==> config.mk <==
export PLATFORM = sky130hd
export DESIGN_NAME = xfer_arbiter_ctrl
export DESIGN_NICKNAME = d
export VERILOG_FILES = /design/src/rtl/xfer_arbiter_ctrl.sv
export SDC_FILE = /design/constraint.sdc
export NUM_CORES = 1
export LEC_CHECK = 0
export CORE_UTILIZATION = 38
export CTS_CLUSTER_DIAMETER = 80
export DETAILED_ROUTE_END_ITERATION = 12
export PLACE_DENSITY = 0.85
export REMOVE_ABC_BUFFERS = 1
export SKIP_CTS_REPAIR_TIMING = 1
export SLEW_MARGIN = 20
export SYNTH_ARGS = -nofsm -noshare
export SYNTH_HDL_FRONTEND = slang
export SYNTH_SLANG_ARGS = --single-unit
==> constraint.sdc <==
create_clock -name clk -period 2.05 [get_ports clk]
set_input_delay 0.205 -clock clk [delete_from_list [all_inputs] [get_ports clk]]
set_output_delay 0.205 -clock clk [all_outputs]
set_load 0.005 [all_outputs]
==> src/rtl/xfer_arbiter_ctrl.sv <==
// rtl/xfer_arbiter_ctrl.sv - two-requester round-robin arbiter and sequencer for key-checked mem<->reg transfers
//
// Purpose:
//   Accepts one transfer at a time from requester 0 (core) or 1 (host).
//   Each transfer runs READ -> WAIT (LAT cycles) -> CHECK -> WRITE -> RESP.
//   If the keys differ in CHECK, the write is skipped, an error completion is
//   returned, and the saturating deny counter is incremented.
//
// Ports:
//   clk, rst_n                      clock, asynchronous active-low reset
//   reqN_valid/ready/op/mem_addr/
//     reg_addr (N=0,1)              request channels; ready is combinational
//   rsp_valid/ready/id/err          completion channel, held until rsp_ready
//   key_access_mem/key_access_reg   keys compared in CHECK
//   mem_rd_addr, mem_wr_addr,
//     mem_wr_en                     memory-side address/strobe
//   reg_rd_addr, reg_wr_addr,
//     reg_wr_en                     register-file-side address/strobe
//   busy                            high whenever not IDLE
//   deny_count                      saturating count of key-mismatch denials
module xfer_arbiter_ctrl #(
    parameter int ADDR_W = 10,
    parameter int KEY_W  = 16,
    parameter int LAT    = 1
) (
    input  logic              clk,
    input  logic              rst_n,
    input  logic              req0_valid,
    output logic              req0_ready,
    input  logic              req0_op,
    input  logic [ADDR_W-1:0] req0_mem_addr,
    input  logic [ADDR_W-1:0] req0_reg_addr,
    input  logic              req1_valid,
    output logic              req1_ready,
    input  logic              req1_op,
    input  logic [ADDR_W-1:0] req1_mem_addr,
    input  logic [ADDR_W-1:0] req1_reg_addr,
    output logic              rsp_valid,
    input  logic              rsp_ready,
    output logic              rsp_id,
    output logic              rsp_err,
    input  logic [KEY_W-1:0]  key_access_mem,
    input  logic [KEY_W-1:0]  key_access_reg,
    output logic [ADDR_W-1:0] mem_rd_addr,
    output logic [ADDR_W-1:0] mem_wr_addr,
    output logic              mem_wr_en,
    output logic [ADDR_W-1:0] reg_rd_addr,
    output logic [ADDR_W-1:0] reg_wr_addr,
    output logic              reg_wr_en,
    output logic              busy,
    output logic [7:0]        deny_count
);

    typedef enum logic [2:0] {
        S_IDLE  = 3'd0,
        S_READ  = 3'd1,
        S_WAIT  = 3'd2,
        S_CHECK = 3'd3,
        S_WRITE = 3'd4,
        S_RESP  = 3'd5
    } state_t;

    localparam logic [2:0] LAT_CNT = 3'(LAT);

    state_t            state_q, state_d;
    logic              op_q, op_d;
    logic              id_q, id_d;
    logic              err_q, err_d;
    logic              last_grant_q, last_grant_d;
    logic [ADDR_W-1:0] mem_addr_q, mem_addr_d;
    logic [ADDR_W-1:0] reg_addr_q, reg_addr_d;
    logic [2:0]        cnt_q, cnt_d;
    logic [7:0]        deny_q, deny_d;

    logic              grant_any;
    logic              grant_id;

    // Round-robin: on contention the requester that was not served last wins.
    always_comb begin
        grant_any = req0_valid | req1_valid;
        if (req0_valid && req1_valid) begin
            grant_id = ~last_grant_q;
        end else begin
            grant_id = req1_valid;
        end
    end

    always_ff @(posedge clk or negedge rst_n) begin
        if (!rst_n) begin
            state_q      <= S_IDLE;
            op_q         <= 1'b0;
            id_q         <= 1'b0;
            err_q        <= 1'b0;
            last_grant_q <= 1'b1;
            mem_addr_q   <= '0;
            reg_addr_q   <= '0;
            cnt_q        <= 3'd0;
            deny_q       <= 8'd0;
        end else begin
            state_q      <= state_d;
            op_q         <= op_d;
            id_q         <= id_d;
            err_q        <= err_d;
            last_grant_q <= last_grant_d;
            mem_addr_q   <= mem_addr_d;
            reg_addr_q   <= reg_addr_d;
            cnt_q        <= cnt_d;
            deny_q       <= deny_d;
        end
    end

    always_comb begin
        state_d      = state_q;
        op_d         = op_q;
        id_d         = id_q;
        err_d        = err_q;
        last_grant_d = last_grant_q;
        mem_addr_d   = mem_addr_q;
        reg_addr_d   = reg_addr_q;
        cnt_d        = cnt_q;
        deny_d       = deny_q;

        req0_ready   = 1'b0;
        req1_ready   = 1'b0;
        rsp_valid    = 1'b0;
        rsp_id       = 1'b0;
        rsp_err      = 1'b0;
        mem_wr_en    = 1'b0;
        reg_wr_en    = 1'b0;
        mem_rd_addr  = '0;
        mem_wr_addr  = '0;
        reg_rd_addr  = '0;
        reg_wr_addr  = '0;
        busy         = (state_q != S_IDLE);

        // Latched addresses are presented for the whole transfer and only on
        // the ports that belong to the direction of the transfer.
        if (state_q != S_IDLE) begin
            if (op_q) begin
                reg_rd_addr = reg_addr_q;
                mem_wr_addr = mem_addr_q;
            end else begin
                mem_rd_addr = mem_addr_q;
                reg_wr_addr = reg_addr_q;
            end
        end

        unique case (state_q)
            S_IDLE: begin
                if (grant_any) begin
                    req0_ready = ~grant_id;
                    req1_ready = grant_id;
                    id_d       = grant_id;
                    op_d       = grant_id ? req1_op       : req0_op;
                    mem_addr_d = grant_id ? req1_mem_addr : req0_mem_addr;
                    reg_addr_d = grant_id ? req1_reg_addr : req0_reg_addr;
                    err_d      = 1'b0;
                    state_d    = S_READ;
                end
            end
            S_READ: begin
                cnt_d   = LAT_CNT;
                state_d = S_WAIT;
            end
            S_WAIT: begin
                // Counter enters at LAT, so CHECK follows exactly LAT WAIT cycles.
                cnt_d = cnt_q - 3'd1;
                if (cnt_q <= 3'd1) begin
                    cnt_d   = 3'd0;
                    state_d = S_CHECK;
                end
            end
            S_CHECK: begin
                if (key_access_mem == key_access_reg) begin
                    state_d = S_WRITE;
                end else begin
                    err_d   = 1'b1;
                    state_d = S_RESP;
                    if (deny_q != 8'hFF) begin
                        deny_d = deny_q + 8'd1;
                    end
                end
            end
            S_WRITE: begin
                mem_wr_en = op_q;
                reg_wr_en = ~op_q;
                state_d   = S_RESP;
            end
            S_RESP: begin
                rsp_valid = 1'b1;
                rsp_id    = id_q;
                rsp_err   = err_q;
                if (rsp_ready) begin
                    last_grant_d = id_q;
                    state_d      = S_IDLE;
                end
            end
            default: begin
                state_d = S_IDLE;
            end
        endcase
    end

    assign deny_count = deny_q;

endmodule

After elaboration in Yosys (flattened, before gate mapping)

Cells that the tools add are included.

Latch bits: 0
Flip-flop bits (word level): 38
Memory bits (read-only): 0
Logic and storage cells: 69
Memories kept: 0
Bits in writable memories: 0
Output and inout port bits: 56

Shift-type cells: 0
$add $sub $neg: 2
Multiplexer cells: 31
Multiply operators: 0
Bitwise logic cells: 5
Eq/ne operators: 11
Magnitude comparators: 1
Div/mod/pow operators: 0
Reductions and logical operators: 10

Operator list:

| kind                                                | count |
|---|---|
| two-way mux 10 bit                                  | 10 |
| one-hot mux 3 bit (6 select lines)                  | 1 |
| == test 16 bit                                      | 1 |
| two-way mux 1 bit                                   | 14 |
| two-way mux 3 bit                                   | 4 |
| AND reduction 3 bit                                 | 3 |
| adder 8 x 1 -> 8 bit, second input constant         | 1 |
| inequality test 2 bit, second input constant        | 4 |
| inequality test 8 bit, second input constant        | 1 |
| == test 3 x 2 -> 1 bit, second input constant       | 2 |
| == test 3 bit, second input constant                | 2 |
| one-hot mux 3 bit (2 select lines)                  | 1 |
| NOT 1 bit                                           | 4 |
| AND reduction 2 bit                                 | 2 |
| nonzero test 2 bit                                  | 2 |
| == test 3 x 1 -> 1 bit, second input constant       | 1 |
| <= comparator 3 x 1 -> 1 bit, second input constant | 1 |
| logical NOT 3 bit                                   | 1 |
| nonzero test 3 bit                                  | 1 |
| subtractor 3 x 1 -> 3 bit, second input constant    | 1 |
| one-hot mux 1 bit (2 select lines)                  | 1 |
| logical AND 1 bit                                   | 1 |
| bitwise OR 1 bit                                    | 1 |

Logic depth before layout (Yosys ltp)

Depth in word-level cells: 5
Depth in mapped cells: 6
Mapped depth without buffers: 6

Worst setup path after synthesis

Ideal clock, no wire load.

Kind: register to register
Start point: register deny_q[0] (netlist: deny_count[0])
End point: register deny_q[1] (netlist: deny_count[1])
Buffers on the path: 0
Stages on the path, launching flop included: 7
Library setup time: 0.125 ns
Setup slack: 0.442 ns
Required time: 1.925 ns
Arrival time: 1.483 ns
Cell sequence: dfrtp_1 ha_1 and3_1 nand4_1 nand2_1 nor2_2 mux2_4

Cells in the longest elaborated chain, start to end: 2
Elaborated cells between the ends (all ways): 3

RTL lines:

| item                                                         | RTL line | RTL |
|---|---|---|
| start: declaration                                           | 73       | `logic [7:0] deny_q, deny_d;` |
| start signal: assignment                                     | 108      | `deny_q <= deny_d;` |
| branches (longest 2 deep; another with adder 8 x 1 -> 8 bit) | --       |  |

Several ways; the timed one is not identified.
A chain may end at the register's enable or synchronous reset.

Worst setup path in the final report

Start point: register state_q[1]
End point: output port mem_wr_addr[2]

Cells in the longest elaborated chain, start to end: 2

RTL lines:

| item                     | RTL line | RTL |
|---|---|---|
| start: declaration       | 65       | `state_t state_q, state_d;` |
| start signal: assignment | 100      | `state_q <= state_d;` |
| nonzero test 3 bit       | 138      | `if (state_q != S_IDLE) begin` |
| two-way mux 10 bit       | 138      |  |
| end: declaration         | 45       | `output logic [ADDR_W-1:0] mem_wr_addr,` |

Every way passes these cells.

==> results.md <==
- Status: complete, but fails checks
- Failing checks: setup timing
- Met3 wire len: just under 700 um
- Ranking of synthesized cells by area: dfrtp_1 40%, and3_1 6.6%, and2_1 6.3%
- Maximum VDD drop: between 0.6 and 0.7 mV
- Req. time, crit path: around 1900 ps
- Root buf cell: clkbuf_8
- Core area: roughly 0.0056 sq mm
- Antenna-violating nets left: 0
- CTS Sinks: 38
- Critical path peak fanout: 20
- Post-synth EDFFs: 0
- Fin nets: 480
- Routed metal-1 wirelength: about 2700 um
- Worst-path cell chain: nor3_4 > buf_4 > inv_2 > buf_12 > and3_1 > clkdlybuf4s50_1
- Die height: between 70 and 80 um
- Die X: between 70 and 80 um
- Pwr/cell area: between 1000 and 1500 mW/mm^2
- Register clock-pin slew on the reported worst setup and hold paths: approximately 70 ps
- Clk buf depth: 2
- Clock latency on the worst-skew pair: about 300 ps
- Maxcap violations: 0
- Placed cell count: approximately 460
- Antenna violations before repair: 0
- Post-Layout Cell Count: approximately 470
- Pre-CTS WS: -143 ps
- CTS tree: built
- DRC viols: 0
- Overflow after GRT: 0
- Worst Slack Setup Final: -79.6 ps
- CP arrival: approximately 1900 ps
- Initial Util: 0.406
- Met2 Routed Length: 3640 um
- Commonest register cell after synthesis: dfrtp_1
- H-tree depth: 2
- Vias per cell: between 5 and 6
- IO Port Bufs: 134
- Post-synthesis register bit count: 38
- Syn_area_per_cell: about 8.7 sq um
- Highest metal used: met4
- Worst hold-check path type: in2async
- Unique masters post-synth: 35
- Max_slew headroom: 0.435
- CP startpoint kind: flip-flop
- Final Hold Fails: 0
- Share of layout cells above drive strength 1: 0.0925
- Ports: about 140
- CP max stage cell: clkdlybuf4s50_1
- Vias in the first global route: between 2,000 and 2,500
- RSZ-0062 raised after global routing: yes
- Antenna cells: 0
- DR iter-0 viols: 122
- Fin util: 0.699
- Gr usage total: 0.229
- First-pass GRT wire length: 11,100 um
- Row count: 27
- Sequential fraction of the synthesis area: 0.416
- Die area: 0.00634 sq mm
- Dpl hpwl: around 5200 um
- Post-Route Skew: between 5 and 6 ps
- Largest net degree at the start of global routing: roughly 40
- Synth Instances: 262
- Post-Place Cell Area: between 0.003 and 0.004 sq mm
- CTS buffer count: 5
- Design Area, Final: between 0.003 and 0.004 sq mm
- Routed WL: approximately 7200 um
- Fmax: between 400 and 500 MHz
- Warnings, synthesis: 0
- Count of final setup violators: 11
- Routability Congestion: just over 0.8
- First-pass detailed-route iteration total: 5
- Yosys top cell area share: 0.404
- Ys async rst share: 1.00
- Fin crit share: 1.04
- Lkg Pwr: 1.89 nW
- Critical path type: reg2out
- Area grow syn2layout: 72.3%
- Cell Area, Synth: around 0.0023 sq mm
- Routed len/inst: 15.2 um
- Cell type with the highest aggregate area in the netlist: dfrtp_1
- Total number of vias: 2,490
- Fin. max-slew vios: 0
- Least-Margin Pin Slew: around 850 ps
- Fin crit period: 2130 ps
- Crit end category: output port
- Slowest stage delay, CP: roughly 450 ps
[layout by cell type (no fill, tap or decap), types with 3 or more instances in the layout]
cell type and n:
and3_1 24, a21oi_1 5, and2_1 22, dfrtp_1 37, nand4_1 6, buf_4 9, nor2_1 9, dlymetal6s2s_1 13
inv_1 4, xor2_1 6, nand2_1 31, clkbuf_8 6, clkdlybuf4s50_1 120, nand2b_1 3, o21ai_0 22, a22oi_1 19
xnor2_1 16, nand3_1 5, nor3_1 4, o21ai_1 5
[per-stage QoR]
step	TNS [ps]	total power, W	hold slack [ps]
6_report	-511	0.00465	5.11
2_1_floorplan	0	0.00244	-90.6
4_1_cts	-12770	0.00445	44.4
3_5_place_dp	-2510	0.00390	362
3_3_place_gp	-411	0.00382	358
5_1_grt	-1980	0.00502	64.3
[worst max-delay path, delay by kind of cell (launching register included)]
family | cells | cell delay, ps
buffers and inverters | 4 | 810
flip-flops | 1 | 420
AND/OR/NAND/NOR | 2 | 400
[path summary, 6_finish.rpt]
kind	startpoint	endpoint	slack [ps]	cells after the start
worst max-delay path	state_q[1]	mem_wr_addr[2]	-80	6
worst min-delay path	rst_n	cnt_q[2]	5	1
worst max register to register	deny_count[0]	deny_count[1]	320	6
worst min register to register	mem_addr_q[0]	mem_addr_q[0]	500	2
max in group asynchronous	rst_n	mem_addr_q[7]	1500	1
min in group clk	mem_addr_q[0]	mem_addr_q[0]	500	2
[synthesized netlist by cell type, types with 3 or more instances]
master	number
nor2_1	10
o21ai_1	6
xnor2_1	16
and3_1	24
a21oi_1	5
nor3_1	5
and2_1	23
xor2_1	6
dfrtp_1	37
a22oi_1	19
nand4_1	6
inv_1	6
nand2_1	31
nand3_1	5
nand2b_1	3
o21ai_0	22
clkbuf_1	15
[layout make-up]
type,instances,area (sq um)
clock buffers,7,86.3
clock inverters,1,5.00
fillers,438,1700
inverters,6,22.5
multi-input cells,202,1300
flip-flops and latches,38,952
well taps,72,90.1
repair buffers,146,1490
[power breakdown]
| group | leakage, nW | switching, W | internal [W] | total (W) |
|---|---|---|---|---|
| clock network | 0.0482 | 0.000268 | 0.000271 | 0.000539 |
| logic | 1.38 | 0.00118 | 0.00153 | 0.00270 |
| registers | 0.460 | 0.000304 | 0.00110 | 0.00140 |
[flip-flops by register name, summed over array words and instances, names as in the netlist, 3 cells and up]
register,count
cnt_q,3
deny_count,8
reg_addr_q,10
mem_addr_q,10
state_q,3
[cells by family after synthesis]
| family | count (synthesis) | share of synthesized area |
|---|---|---|
| xor+xnor | 22 | 0.0841 |
| compound gates | 60 | 0.163 |
| mux | 4 | 0.0202 |
| fa+ha+maj | 2 | 0.0109 |
| flops | 38 | 0.416 |
| buf+inv | 23 | 0.0388 |
| simple gates | 113 | 0.267 |
[metal layers]
| metal | vias to the layer above | track usage |
|---|---|---|
| met5 | - | 0 |
| met4 | 0 | 0.0800 |
| met3 | 11 | 0.0743 |
| met2 | 110 | 0.406 |
| met1 | 1180 | 0.255 |
| li1 | 1189 | - |
No activity file was read; power rests on OpenSTA's default activity.
